==> src/rtl/chan_mux_arb_if.sv <==
// Handshake and data bundle for chan_mux_arb: N input channels muxed onto
// one registered output stream, plus the transfer counter.
interface chan_mux_arb_if #(
  parameter int W = 4,
  parameter int N = 4
) ();
  localparam int SW = (N > 1) ? $clog2(N) : 1;

  logic [N*W-1:0] in_data;
  logic [N-1:0]   in_valid;
  logic [N-1:0]   in_ready;
  logic [SW-1:0]  sel;
  logic [W-1:0]   out_data;
  logic [SW-1:0]  out_ch;
  logic           out_valid;
  logic           out_ready;
  logic [15:0]    xfer_cnt;

  modport master (
    output in_data, in_valid, sel, out_ready,
    input  in_ready, out_data, out_ch, out_valid, xfer_cnt
  );

  modport slave (
    input  in_data, in_valid, sel, out_ready,
    output in_ready, out_data, out_ch, out_valid, xfer_cnt
  );
endinterface

==> src/rtl/chan_mux_arb.sv <==
// N-channel mux into a single registered output beat; channel chosen by an
// external select (MODE=0) or by a rotating round-robin pointer (MODE=1).
module chan_mux_arb #(
  parameter int W    = 4,
  parameter int N    = 4,
  parameter int MODE = 0
) (
  input  logic           clk,
  input  logic           rst_n,
  chan_mux_arb_if.slave  bus
);
  localparam int SW = (N > 1) ? $clog2(N) : 1;

  logic [W-1:0]  out_data_q, out_data_d;
  logic [SW-1:0] out_ch_q,   out_ch_d;
  logic          out_valid_q, out_valid_d;
  logic [SW-1:0] ptr_q,      ptr_d;
  logic [15:0]   xfer_cnt_q, xfer_cnt_d;

  logic          gnt_vld, hi_vld, lo_vld;
  logic [SW-1:0] gnt, hi_ch, lo_ch;
  logic          free, accept;
  logic [W-1:0]  gnt_data;
  logic [N-1:0]  rdy;

  always_comb begin
    gnt     = '0;
    gnt_vld = 1'b0;
    hi_ch   = '0;
    hi_vld  = 1'b0;
    lo_ch   = '0;
    lo_vld  = 1'b0;
    if (MODE == 0) begin
      for (int unsigned i = 0; i < N; i++) begin
        if ((N == 1 || bus.sel == SW'(i)) && bus.in_valid[i]) begin
          gnt_vld = 1'b1;
          gnt     = SW'(i);
        end
      end
    end else begin
      // Wrapping search split into two linear scans: at/above ptr first, then from 0.
      for (int unsigned i = 0; i < N; i++) begin
        if (!hi_vld && bus.in_valid[i] && i >= 32'(ptr_q)) begin
          hi_vld = 1'b1;
          hi_ch  = SW'(i);
        end
      end
      for (int unsigned i = 0; i < N; i++) begin
        if (!lo_vld && bus.in_valid[i]) begin
          lo_vld = 1'b1;
          lo_ch  = SW'(i);
        end
      end
      gnt_vld = hi_vld || lo_vld;
      gnt     = hi_vld ? hi_ch : lo_ch;
    end
  end

  always_comb begin
    free     = !out_valid_q || bus.out_ready;
    accept   = rst_n && free && gnt_vld;
    gnt_data = '0;
    rdy      = '0;
    for (int unsigned i = 0; i < N; i++) begin
      if (gnt == SW'(i)) begin
        gnt_data = bus.in_data[i*W +: W];
        rdy[i]   = accept;
      end
    end

    out_data_d  = out_data_q;
    out_ch_d    = out_ch_q;
    out_valid_d = out_valid_q && !bus.out_ready;
    ptr_d       = ptr_q;
    xfer_cnt_d  = xfer_cnt_q;
    if (out_valid_q && bus.out_ready) begin
      xfer_cnt_d = xfer_cnt_q + 16'd1;
    end
    if (accept) begin
      out_data_d  = gnt_data;
      out_ch_d    = gnt;
      out_valid_d = 1'b1;
      if (MODE == 1) begin
        ptr_d = (32'(gnt) == N - 1) ? '0 : gnt + 1'b1;
      end
    end
  end

  always_ff @(posedge clk) begin
    if (!rst_n) begin
      out_data_q  <= '0;
      out_ch_q    <= '0;
      out_valid_q <= 1'b0;
      ptr_q       <= '0;
      xfer_cnt_q  <= '0;
    end else begin
      out_data_q  <= out_data_d;
      out_ch_q    <= out_ch_d;
      out_valid_q <= out_valid_d;
      ptr_q       <= ptr_d;
      xfer_cnt_q  <= xfer_cnt_d;
    end
  end

  assign bus.in_ready  = rdy;
  assign bus.out_data  = out_data_q;
  assign bus.out_ch    = out_ch_q;
  assign bus.out_valid = out_valid_q;
  assign bus.xfer_cnt  = xfer_cnt_q;
endmodule

==> src/flat_wrapper.sv <==
// flat-port wrapper written by rule: the top's interface ports become plain ports
module chan_mux_arb_flat 
#(
  parameter int W    = 4,
  parameter int N    = 4,
  parameter int MODE = 0
)
  (clk, rst_n, bus_in_data, bus_in_valid, bus_sel, bus_out_ready, bus_in_ready, bus_out_data, bus_out_ch, bus_out_valid, bus_xfer_cnt);
  chan_mux_arb_if #(.W(W), .N(N)) bus_i ();
  input  logic clk;
  input  logic rst_n;
  input wire logic [$bits(bus_i.in_data)-1:0] bus_in_data;
  input wire logic [$bits(bus_i.in_valid)-1:0] bus_in_valid;
  input wire logic [$bits(bus_i.sel)-1:0] bus_sel;
  input wire logic [$bits(bus_i.out_ready)-1:0] bus_out_ready;
  output wire logic [$bits(bus_i.in_ready)-1:0] bus_in_ready;
  output wire logic [$bits(bus_i.out_data)-1:0] bus_out_data;
  output wire logic [$bits(bus_i.out_ch)-1:0] bus_out_ch;
  output wire logic [$bits(bus_i.out_valid)-1:0] bus_out_valid;
  output wire logic [$bits(bus_i.xfer_cnt)-1:0] bus_xfer_cnt;
  assign bus_i.in_data = bus_in_data;
  assign bus_i.in_valid = bus_in_valid;
  assign bus_i.sel = bus_sel;
  assign bus_i.out_ready = bus_out_ready;
  assign bus_in_ready = bus_i.in_ready;
  assign bus_out_data = bus_i.out_data;
  assign bus_out_ch = bus_i.out_ch;
  assign bus_out_valid = bus_i.out_valid;
  assign bus_xfer_cnt = bus_i.xfer_cnt;
  chan_mux_arb #(.W(W), .N(N), .MODE(MODE)) u_core (.clk(clk), .rst_n(rst_n), .bus(bus_i));
endmodule
==> config.mk <==
export PLATFORM = sky130hd
export DESIGN_NAME = chan_mux_arb_flat
export DESIGN_NICKNAME = d
export VERILOG_FILES = /design/src/rtl/chan_mux_arb_if.sv /design/src/rtl/chan_mux_arb.sv /design/src/flat_wrapper.sv
export SDC_FILE = /design/constraint.sdc
export NUM_CORES = 1
export LEC_CHECK = 0
export CORE_MARGIN = 3
export CORE_UTILIZATION = 45
export CTS_CLUSTER_DIAMETER = 40
export DETAILED_ROUTE_END_ITERATION = 6
export GPL_TIMING_DRIVEN = 0
export PLACE_DENSITY_LB_ADDON = 0.12
export SLEW_MARGIN = 0
export SYNTH_ARGS = -nofsm -noshare
export SYNTH_HDL_FRONTEND = slang
export SYNTH_SLANG_ARGS = --single-unit
==> constraint.sdc <==
create_clock -name clk -period 3.15 [get_ports clk]
set_input_delay 0.315 -clock clk [delete_from_list [all_inputs] [get_ports clk]]
set_output_delay 0.315 -clock clk [all_outputs]
set_load 0.03 [all_outputs]
### Word level (Yosys, flattened, before mapping)

Index checks and enable logic that the tools add are counted.

* register bits after elaboration: 23
* output and inout bits: 27

* eq/ne operators: 6
* add/subtract/negate cells: 1
* reduce and logical (&&, ||, !) cells: 13
* multiplexer cells: 16

Operator list (count)
* 16-bit by 1-bit adder with 16-bit output (second input constant): 1
* 4-bit two-way mux: 4
* 1-bit two-way mux: 10
* 2-bit equality test (second input constant): 4
* 1-bit logical AND: 8
* 2-bit by 1-bit equality test with 1-bit output (second input constant): 2
* 2-bit zero test: 2
* 2-bit two-way mux: 2
* 1-bit zero test: 2
* 1-bit logical OR: 1

### Longest topological paths before layout

Gate-level depths: netlist of run 1.

* word-level depth: 10
* gate-level depth with buffers: 5
* depth with buffers taken out: 5

### Worst setup path after synthesis of run 1

OpenSTA, ideal clock, no wires.

* path type: input to output
* start: input bus_sel[1]
* end: output bus_in_ready[0]
* data arrival time: 1496 ps
* path buffers: 1
* required time: 2835 ps
* slack: 1339 ps
* stages on the path: 4
* cell sequence: buf_2 > mux4_2 > nand3_1 > nor2_1

* word-level cells in the longest chain between the ends: 8

RTL lines
* start, declared: line flat_wrapper.sv:14 `input wire logic [$bits(bus_i.sel)-1:0] bus_sel;`
* 2-bit zero test: line chan_mux_arb.sv:35 `if ((N == 1 || bus.sel == SW'(i)) && bus.in_valid[i]) begin`
* 1-bit logical AND: line chan_mux_arb.sv:35
* 1-bit two-way mux (4 in a row): line chan_mux_arb.sv:35
* 1-bit logical AND: line chan_mux_arb.sv:61 `accept = rst_n && free && gnt_vld;`
* 1-bit two-way mux (*): line chan_mux_arb.sv:65 `if (gnt == SW'(i)) begin`
* end, declared: line flat_wrapper.sv:16 `output wire logic [$bits(bus_i.in_ready)-1:0] bus_in_ready;`

Mark *: on every way between the ends. The rest lies on a longest branch, timed or not.

### Final worst setup path of run 1

* start: input bus_sel[0]
* end: output bus_in_ready[0]

The elaborated chain is that of the path after synthesis.

==> results.sh, run 1 <==
export IMPL_vias_per_cell=5.527
export IMPL_finalSetupViolations=0
export IMPL_synth_distinct_cells=41
export IMPL_reg2reg_from="u_core.bus.xfer_cnt[3]"
export IMPL_drt_iter0_drc=41
export IMPL_fin_skew_ps=7.047
export IMPL_seq_area_frac_synth_pct=38.29
export IMPL_status="finished, final reports clean"
export IMPL_routed_wl_um=3121
export IMPL_die_h_um=57.69
export IMPL_die_w_um=57.69
export IMPL_worstSetupStartpointType="input pin"
export IMPL_dr_pass1_iters=4
export IMPL_max_slew_margin_pct=66.70
export IMPL_dieArea_sq_mm=0.003328
export IMPL_synthesis_area_sq_mm=0.001202
export IMPL_slew_viol_final=0
export IMPL_track_usage_pct=19.01
export IMPL_final_cells=222
export IMPL_reg2reg_depth=4
export IMPL_fin_crit_sh_pct=83.90
export IMPL_hold_end="u_core.bus.out_ch[1]"
export IMPL_rows=18
export IMPL_p_clk_share_pct=23.5
export IMPL_cp_num_buf_inv=3
export IMPL_remaining_drc_errors=0
export IMPL_core_area_sq_mm=0.002500
export IMPL_grt_start_max_net_pins=14
export IMPL_dpl_hpwl_um=2432
export IMPL_gp_congestion=0.7841
export IMPL_fmax_mhz=378.4
export IMPL_r2r_end="u_core.bus.xfer_cnt[11]"
export IMPL_drtAntennaViolNets=0
export IMPL_htreeDepth=1
export IMPL_holdWs_ps=340.1
export IMPL_grt_pass1_vias=1131
export IMPL_cts_tree="yes"
export IMPL_switching_share_pct=28.15
export IMPL_grt_pass1_wl_um=5030
export IMPL_cp_slowest_cell="clkdlybuf4s50_1"
export IMPL_path_max_fanout=10
export IMPL_nets=219
export IMPL_synth_cells=138
export IMPL_cts_hold_buf=0
export IMPL_cts_root_buf="clkbuf_4"
export IMPL_antenna_found_initial=0
export IMPL_yosysWarningCount=0
export IMPL_hold_path_class="in -> reg"
export IMPL_critPathArrivalTime_ps=2330
export IMPL_postPlaceCellArea_sq_mm=0.001740
export IMPL_p_int_mw=0.4158
export IMPL_place_port_buffers=50
export IMPL_clock_sinks=23
export IMPL_tns_ps=0
export IMPL_cts_clk_slew_worst_paths_ps=120
export IMPL_synthToLayoutAreaGrowth_pct=47.03
export IMPL_cp_end_kind="output pin"
export IMPL_syn_avg_cell_area_sq_um=8.713
export IMPL_antennaDiodeCount=0
export IMPL_synth_area_leader_cell="dfxtp_1"
export IMPL_hold_start="bus_sel[1]"
export IMPL_clock_path_buffers=2
export IMPL_cts_buffers=3
export IMPL_cts_resized=0
export IMPL_critPathMaxStageDelay_ps=680
export IMPL_p_seq_share_pct=53.3
export IMPL_p_comb_share_pct=23.1
export IMPL_crit_type="in -> out"
export IMPL_cpMostUsedCell="clkdlybuf4s50_1"
export IMPL_cts_setup_buffers=0
export IMPL_path_cells="clkdlybuf4s50_1 -> buf_2 -> mux2i_1 -> o21ai_0 -> nor2_1 -> clkdlybuf4s50_1"
export IMPL_cap_viol_max_count=0
export IMPL_dp_cells=218
export IMPL_whs_path_depth=3
export IMPL_wl_per_cell_um=14.06
export IMPL_final_layout_size_suffix_gt1_share_pct=7.292
export IMPL_power_density_mw_per_mm2=327.3
export IMPL_synth_area_leaders="dfxtp_1 38%, nor2_1 5.9%, nand3_1 5.0%"
export IMPL_max_slew_worst_pin_slew_ps=494.2
export IMPL_start_util_pct=48.10
export IMPL_design_area_sq_mm=0.001768
export IMPL_nFillCells=193
export IMPL_synth_async_reset_ratio_pct=0
export IMPL_finalHoldViolCount=0
export IMPL_ys_seq_elements=23
export IMPL_r2r_setup_slack_ps=1540
export IMPL_vias=1227
export IMPL_grt_ovfl_total=0
export IMPL_cp_top_family="buffers and inverters"
export IMPL_yosysMostFrequentCell="dfxtp_1"
export IMPL_synth_edff_count=0
export IMPL_layout_min_cycle_time_ps=2643
export IMPL_ir_drop_mv=0.2877
export IMPL_rsz0062_at_grt="false"
export IMPL_leakage_nw=0.6230
export IMPL_ios=52
export IMPL_synth_ff_type="dfxtp_1"
export IMPL_syn_num_nets=164
export IMPL_ys_top_cells_by_count="23 x dfxtp_1, 19 x nor2_1, 12 x nand3_1"
export IMPL_synth_top_area_share_pct=38.29
export IMPL_clock_latency_ps=310
export IMPL_p_sw_mw=0.1629
export IMPL_critPathRequiredTime_ps=2830
[cell type report]
cell class | count | area [sq um] | area share, %
Buffer | 4 | 27.53 | 1.557
Clock buffer | 3 | 22.52 | 1.274
Clock inverter | 1 | 5.005 | 0.2831
Inverter | 2 | 7.507 | 0.4246
Multi-Input combinational cell | 109 | 706.9 | 39.99
Sequential cell | 23 | 460.4 | 26.04
Tap cell | 30 | 37.54 | 2.123
Timing Repair Buffer | 50 | 500.5 | 28.31
[worst max-delay path by stage]
| stage | start | slack [ps] | depth (start not counted) | end |
|---|---|---|---|---|
| final | bus_sel[0] | 510 | 6 | bus_in_ready[0] |
| after global routing | bus_sel[0] | 360 | 6 | bus_in_ready[0] |
| after CTS | bus_in_valid[3] | 520 | 5 | bus_in_ready[2] |
| after detailed placement | bus_sel[0] | 530 | 6 | bus_in_ready[0] |
| after global placement | bus_in_valid[1] | 540 | 5 | bus_in_ready[0] |
| after floorplan | bus_sel[1] | 1340 | 4 | bus_in_ready[0] |
[tightest hold or removal path: stages]
cell     delay (ps)
buf_2           150
o21ai_0          80
a21oi_1          60
[stage by stage]
step | power (mW) | util (%) | setup WS, ps
6_report | 0.5787 | 70.72 | 507.2
5_1_grt | 0.5999 | 70.72 | 356.0
4_1_cts | 0.5838 | 70.72 | 519.8
3_5_place_dp | 0.4479 | 69.62 | 529.2
3_3_place_gp | 0.4454 | 69.62 | 541.9
2_1_floorplan | 0.3825 | - | 1339
[cell usage in the layout (no fill, tap or decap), types with 2 or more instances in the layout]
master           synthesis  routed
mux2_2                   2       2
o21ai_0                  6       6
xnor2_1                  4       4
a21boi_0                 2       2
xor2_1                   6       6
and4_1                   2       2
clkdlybuf4s50_1          0      50
nor2_1                  19      19
a21oi_1                  4       4
o221ai_1                 3       3
nand2_1                  9       9
o22ai_1                  3       3
o211ai_1                 2       2
nand3_1                 12      12
nand2b_1                 2       2
clkbuf_4                 0       3
nand4_1                  4       4
mux2i_1                  4       4
dfxtp_1                 23      23
or3_1                    2       2
buf_2                    2       2
nor3_1                   3       3
nand3b_1                 2       2
o22a_1                   3       3
[sequential cells by signal, indices dropped and copies added (netlist names)]
name / count
u_core.bus.xfer_cnt: 16
u_core.bus.out_data: 4
u_core.bus.out_ch: 2
u_core.bus.out_valid: 1
[per-layer routing]
metal / routed length (um) / part of all wire, % / track usage, % / up-vias
met1: 1425 / 46 / 24.69 / 576
met4: 29 / 0.93 / 3.974 / 0
met2: 1532 / 49 / 32.42 / 28
met5: 0 / 0 / 0 / -
li1: - / - / - / 618
met3: 134 / 4.3 / 4.232 / 5
[power by group through the flow]
stage | registers [mW] | logic (mW) | clock network, mW
6_report | 0.309 | 0.134 | 0.136
4_1_cts | 0.309 | 0.134 | 0.141
3_3_place_gp | 0.314 | 0.131 | 0
2_1_floorplan | 0.334 | 0.0488 | 0
3_5_place_dp | 0.315 | 0.133 | 0
5_1_grt | 0.310 | 0.143 | 0.147
[logic make-up (layout without fill, tap and decap cells)]
logic type                 after synthesis  in the layout  synth area share [%]
adders and majority gates                1              1                 1.040
muxes                                    7              7                 7.076
xor gates and xnor gates                10             10                 7.284
DFF                                     23             23                 38.29
buffers and inverters                    6             60                 2.913
AOI/OAI and AO/OA                       27             27                 15.30
and+or+nand+nor                         64             64                 28.10
(Power assumes the default switching activity.)
==> inputs of run 2 (changes only) <==
CORE_UTILIZATION = 37   (was 45)
clock period = 2.3 ns   (was 3.15 ns; I/O delays follow)
==> run 2 against run 1 <==
Compared with the run above:
- worst hold slack worse by 71 ps
- sequential share of layout area fell by 0.27 points
- final area rose by 1.1%
- core utilization shrank 13 points
- die area grew 19%
==> results.sh, run 2 (synthesis gave the netlist of run 1 again) <==
export IMPL_grt_start_max_net_pins=14
export IMPL_gp_congestion=0.8051
export IMPL_regArea_sq_um=460.4
export IMPL_path_max_fanout=10
export IMPL_grt_met2_usage_pct=26.09
export IMPL_dr_pass1_iters=4
export IMPL_final_cell_mix="46 x clkdlybuf4s50_1, 23 x dfxtp_1, 19 x nor2_1"
export IMPL_grt_pass1_wl_um=5016
export IMPL_synthToLayoutAreaGrowth_pct=48.59
export IMPL_dieArea_sq_mm=0.003970
export IMPL_clock_latency_ps=310
export IMPL_htreeDepth=1
export IMPL_fin_skew_ps=8.600
export IMPL_cts_buffers=3
export IMPL_ios=52
export IMPL_track_usage_pct=15.21
export IMPL_p_seq_share_pct=53.3
export IMPL_met3_usage_pct=3.417
export IMPL_p_comb_share_pct=23.0
export IMPL_tns_ps=0
export IMPL_cp_num_buf_inv=3
export IMPL_grt_ovfl_total=0
export IMPL_multi_input_area_sq_um=711.9
export IMPL_cp_slowest_cell="clkdlybuf4s50_1"
export IMPL_cp_top_family="buffers and inverters"
export IMPL_drt_iter0_drc=44
export IMPL_slew_viol_final=0
export IMPL_fmax_mhz=466.6
export IMPL_p_int_mw=0.5686
export IMPL_antennaDiodeCount=0
export IMPL_cts_root_buf="clkbuf_4"
export IMPL_grt_pass1_vias=1141
export IMPL_nFillCells=320
export IMPL_core_area_sq_mm=0.003078
export IMPL_critPathRequiredTime_ps=2070
export IMPL_worstSetupStartpointType="input pin"
export IMPL_fin_crit_sh_pct=93.18
export IMPL_place_port_buffers=50
export IMPL_leakage_nw=0.6397
export IMPL_cts_clk_slew_worst_paths_ps=120
export IMPL_mostFrequentLayoutCell="clkdlybuf4s50_1"
export IMPL_cap_viol_max_count=0
export IMPL_p_sw_mw=0.2244
export IMPL_crit_type="in -> out"
export IMPL_cts_tree="yes"
export IMPL_clock_path_buffers=2
export IMPL_holdWs_ps=268.6
export IMPL_finalWorstSetupSlack_ps=156.8
export IMPL_start_util_pct=39.07
export IMPL_finalSetupViolations=0
export IMPL_vias_per_cell=5.216
export IMPL_cp_end_kind="output pin"
export IMPL_max_slew_margin_pct=67.94
export IMPL_place_ws_ps=-167.3
export IMPL_critPathArrivalTime_ps=1910
export IMPL_vias=1231
export IMPL_critPathMaxStageDelay_ps=470
export IMPL_rows=20
export IMPL_dpl_hpwl_um=2390
export IMPL_routed_wl_um=3009
export IMPL_die_w_um=63.01
export IMPL_switching_share_pct=28.30
export IMPL_wl_per_cell_um=12.75
export IMPL_finalHoldViolCount=0
export IMPL_die_h_um=63.01
export IMPL_final_layout_size_suffix_gt1_share_pct=7.813
export IMPL_largest_reg_flops=16
export IMPL_gr_max_usage_layer="met2"
export IMPL_ir_drop_mv=0.3382
export IMPL_layout_min_cycle_time_ps=2143
export IMPL_remaining_drc_errors=0
export IMPL_power_density_mw_per_mm2=443.8
export IMPL_clock_sinks=23
export IMPL_gr_usage_met1_pct=19.76
export IMPL_p_clk_share_pct=23.7
export IMPL_path_cells="clkdlybuf4s50_1 -> buf_2 -> mux2i_1 -> o21ai_0 -> nor2_1 -> clkdlybuf4s15_1"
export IMPL_drtAntennaViolNets=0
export IMPL_hold_path_class="in -> reg"
export IMPL_antenna_found_initial=0
export IMPL_nets=219
export IMPL_status="finished, final reports clean"
export IMPL_rsz0062_at_grt="false"
export IMPL_max_slew_worst_pin_slew_ps=475.9
run 2: changes by cell type in the layout (fill, tap and decap cells not counted), sizes merged:
| cell | delta |
|---|---|
| dlygate4sd2 | +3 |
| clkdlybuf4s50 | -4 |
| clkdlybuf4s15 | +1 |
run 2: metrics by stage:
stage	cells	power, mW	cell area, sq um	utilization, %
2_1_floorplan	138	0.5238	1202	-
3_3_place_gp	232	0.6116	1758	57.11
3_5_place_dp	232	0.6140	1758	57.11
4_1_cts	236	0.8023	1780	57.85
5_1_grt	236	0.8320	1787	58.05
6_report	236	0.7930	1787	58.05
run 2: per-layer routing:
metal / share of wire (%) / vias to the layer above / wire (um)
li1: - / 627 / -
met2: 46 / 27 / 1396
met4: 0.27 / 0 / 8
met3: 3.9 / 2 / 117
met5: 0 / - / 0
met1: 49 / 575 / 1487
run 2: timing repair:
| action | 4_1_cts | 5_1_grt |
|---|---|---|
| setup buffers | 0 | 0 |
| setup endpoints to repair | 4 | 4 |
| resized for setup | 4 | 2 |
| hold buffers | 0 | 0 |
run 2: final cells by class:
class	instances	area share (%)
well taps	44	3.081
repair buffers	50	27.80
clock inverters	1	0.2801
inverters	2	0.4202
plain buffers	4	1.541
multi-input cells	109	39.85
flip-flops and latches	23	25.77
clock buffers	3	1.261
run 2: path summary, 6_finish.rpt:
path	end	slack, ps	startpoint	depth (start not counted)
max reg2reg	u_core.bus.xfer_cnt[11]	690	u_core.bus.out_valid	4
min	u_core.bus.out_ch[1]	270	bus_sel[1]	3
max	bus_in_ready[0]	160	bus_sel[0]	6
min reg2reg	u_core.bus.out_data[0]	480	u_core.bus.out_data[0]	2
run 2: power by group through the flow:
stage | Clock, mW | Sequential, mW | Combinational (mW)
CTS | 0.198 | 0.422 | 0.182
global placement | 0 | 0.431 | 0.181
global route | 0.210 | 0.425 | 0.197
floorplan | 0 | 0.457 | 0.0669
detailed placement | 0 | 0.431 | 0.183
finish | 0.188 | 0.423 | 0.183
run 2: worst reg2reg max path, delay by kind of cell (launching register included):
family	cells	cell delay, ps
AND/OR/NAND/NOR	4	1090
flip-flops	1	480
==> inputs of run 3 (changes only) <==
ABC_AREA = 1   (was not set)
CORE_UTILIZATION = 38   (was 37)
==> run 3 against run 2 <==
Compared with the run above:
- register-to-register slack gained 130 ps
- routed wire length is 3.0% higher
- fmax increased by 1.4%
- core utilization is 1.5 points higher
- first-iteration DRC count up 23%
- power barely moved
- die area increased by 1.8%
- worst hold slack better by 210 ps
==> results.sh, run 3 <==
export IMPL_syn_avg_cell_area_sq_um=7.152
export IMPL_place_ws_ps=-112.1
export IMPL_cp_slowest_cell="clkdlybuf4s50_1"
export IMPL_critPathRequiredTime_ps=2070
export IMPL_die_h_um=63.56
export IMPL_htreeDepth=1
export IMPL_finalWorstSetupSlack_ps=185.8
export IMPL_fin_util_pct=59.52
export IMPL_gp_congestion=0.7674
export IMPL_cap_viol_max_count=0
export IMPL_largest_reg_flops=16
export IMPL_leakage_nw=0.7547
export IMPL_status="finished, final reports clean"
export IMPL_dr_pass1_iters=4
export IMPL_dieArea_sq_mm=0.004039
export IMPL_max_slew_margin_pct=67.36
export IMPL_antenna_found_initial=0
export IMPL_hold_path_class="reg -> reg"
export IMPL_clock_latency_ps=320
export IMPL_switching_share_pct=29.42
export IMPL_synth_area_leaders="dfxtp_1 37%, nand2_1 13%, nor2_1 6.9%"
export IMPL_synthToLayoutAreaGrowth_pct=46.72
export IMPL_core_area_sq_mm=0.003103
export IMPL_synth_distinct_cells=27
export IMPL_whs_path_depth=2
export IMPL_synth_top_area_share_pct=36.58
export IMPL_cts_tree="yes"
export IMPL_antennaDiodeCount=0
export IMPL_p_seq_share_pct=53.1
export IMPL_p_int_mw=0.5598
export IMPL_worst_path_stages=8
export IMPL_seq_area_frac_synth_pct=36.58
export IMPL_critPathMaxStageDelay_ps=520
export IMPL_wl_per_cell_um=11.27
export IMPL_grt_pass1_vias=1302
export IMPL_grt_ovfl_total=0
export IMPL_cts_root_buf="clkbuf_4"
export IMPL_start_util_pct=40.56
export IMPL_place_port_buffers=51
export IMPL_synth_cells=176
export IMPL_grt_pass1_wl_um=5437
export IMPL_hold_start="u_core.bus.out_data[2]"
export IMPL_reg2reg_from="u_core.bus.xfer_cnt[0]"
export IMPL_vias_per_cell=4.753
export IMPL_slew_viol_final=0
export IMPL_p_clk_share_pct=24.2
export IMPL_nFillCells=319
export IMPL_rows=20
export IMPL_clock_sinks=23
export IMPL_vias=1307
export IMPL_ios=52
export IMPL_synth_area_leader_cell="dfxtp_1"
export IMPL_layout_min_cycle_time_ps=2114
export IMPL_cp_end_kind="output pin"
export IMPL_routed_wl_um=3099
export IMPL_crit_start="bus_sel[1]"
export IMPL_grt_start_max_net_pins=14
export IMPL_finalHoldViolCount=0
export IMPL_fin_crit_sh_pct=91.92
export IMPL_power_density_mw_per_mm2=429.5
export IMPL_cts_clk_slew_worst_paths_ps=120
export IMPL_drtAntennaViolNets=0
export IMPL_clock_path_buffers=2
export IMPL_yosysWarningCount=0
export IMPL_synth_ff_type="dfxtp_1"
export IMPL_final_layout_size_suffix_gt1_share_pct=10.82
export IMPL_syn_num_nets=202
export IMPL_remaining_drc_errors=0
export IMPL_mostFrequentLayoutCell="clkdlybuf4s50_1"
export IMPL_p_sw_mw=0.2334
export IMPL_reg2reg_depth=8
export IMPL_cts_buffers=3
export IMPL_yosysMostFrequentCell="nand2_1"
export IMPL_path_cells="clkdlybuf4s50_1 -> nand3_1 -> nand2_4 -> nor2_4 -> nor2_8 -> inv_6 -> nor3_2 -> dlygate4sd2_1"
export IMPL_synth_edff_count=0
export IMPL_fin_skew_ps=11.59
export IMPL_ir_drop_mv=0.3411
export IMPL_rsz0062_at_grt="false"
export IMPL_final_cell_mix="47 x clkdlybuf4s50_1, 43 x nand2_1, 23 x nor2_1, 23 x dfxtp_1, 22 x inv_1"
export IMPL_die_w_um=63.56
export IMPL_ys_top_cells_by_count="43 x nand2_1, 23 x dfxtp_1, 23 x nor2_1"
export IMPL_drt_iter0_drc=54
export IMPL_track_usage_pct=16.48
export IMPL_nets=258
export IMPL_cp_num_buf_inv=3
export IMPL_path_max_fanout=9
export IMPL_fmax_mhz=473.0
export IMPL_critPathArrivalTime_ps=1880
export IMPL_cp_top_family="buffers and inverters"
export IMPL_synthesis_area_sq_mm=0.001259
export IMPL_max_slew_worst_pin_slew_ps=489.6
export IMPL_crit_type="in -> out"
export IMPL_finalSetupViolations=0
export IMPL_synth_async_reset_ratio_pct=0
export IMPL_ys_seq_elements=23
export IMPL_worstSetupStartpointType="input pin"
export IMPL_dpl_hpwl_um=2555
export IMPL_p_comb_share_pct=22.6
## run 3: changes by cell type after synthesis, moves of 4 or more
cell	previous run	this run
nand2_1	9	43
xnor2_1	4	0
nand3_2	0	4
nor2_1	19	23
mux2i_1	4	0
inv_1	1	22
nor2_4	0	4
## run 3: area by class of cell
type / instances / area, sq um / area share (%)
sequential: 23 / 460.4 / 24.93
timing repair buffer: 51 / 505.5 / 27.37
buffer: 1 / 3.754 / 0.2033
inverter: 24 / 95.09 / 5.149
multi-input combinational: 128 / 699.4 / 37.87
tap: 44 / 55.05 / 2.981
clock inverter: 1 / 5.005 / 0.2710
clock buffer: 3 / 22.52 / 1.220
## run 3: through the flow
stage | total power, mW | TNS [ps] | hold WS (ps) | instance area, sq um | instances
5_1_grt | 0.8342 | 0 | 511.3 | 1847 | 275
6_report | 0.7932 | 0 | 480.9 | 1847 | 275
3_5_place_dp | 0.6124 | -294.6 | 462.4 | 1824 | 271
2_1_floorplan | 0.5236 | 0 | 368.4 | 1259 | 176
4_1_cts | 0.8007 | 0 | 485.7 | 1847 | 275
3_3_place_gp | 0.6090 | -168.2 | 455.0 | 1824 | 271
## run 3: worst register-to-register path, delay by kind of cell, from the launching register on
family / cells / cell delay, ps
adders and majority gates: 1 / 240
DFF: 1 / 440
and+or+nand+nor: 7 / 700
## run 3: cells by family after synthesis
logic type,Yosys count,share of synthesized area [%]
simple gates,104,43.14
buf+inv,25,7.853
fa+ha+maj,1,0.9939
compound gates,20,9.345
xor+xnor,3,2.088
flops,23,36.58
## run 3: path summary, 6_finish.rpt
check / end / slack, ps
worst max register to register: u_core.bus.xfer_cnt[14] / 820
worst min-delay path: u_core.bus.out_data[2] / 480
worst min register to register: u_core.bus.out_data[2] / 480
worst max-delay path: bus_in_ready[0] / 190
## run 3: what timing repair did
action                     CTS  global route
buffers inserted             0             0
hold buffers                 0             0
setup endpoints to repair    4             0
gates resized for setup      4             0
## run 3: power groups by stage
stage | combinational [mW] | clock (mW) | sequential [mW]
finish | 0.179 | 0.192 | 0.421
detailed placement | 0.182 | 0 | 0.430
global route | 0.194 | 0.217 | 0.424
global placement | 0.179 | 0 | 0.430
floorplan | 0.0684 | 0 | 0.455
CTS | 0.181 | 0.198 | 0.422
## run 3: per-layer routing
layer,up-vias,GRT usage [%],part of all wire [%]
li1,675,-,-
met1,592,17.88,42
met2,38,30.90,52
met3,2,4.456,6.0
met4,0,4.582,0.61
met5,-,0,0
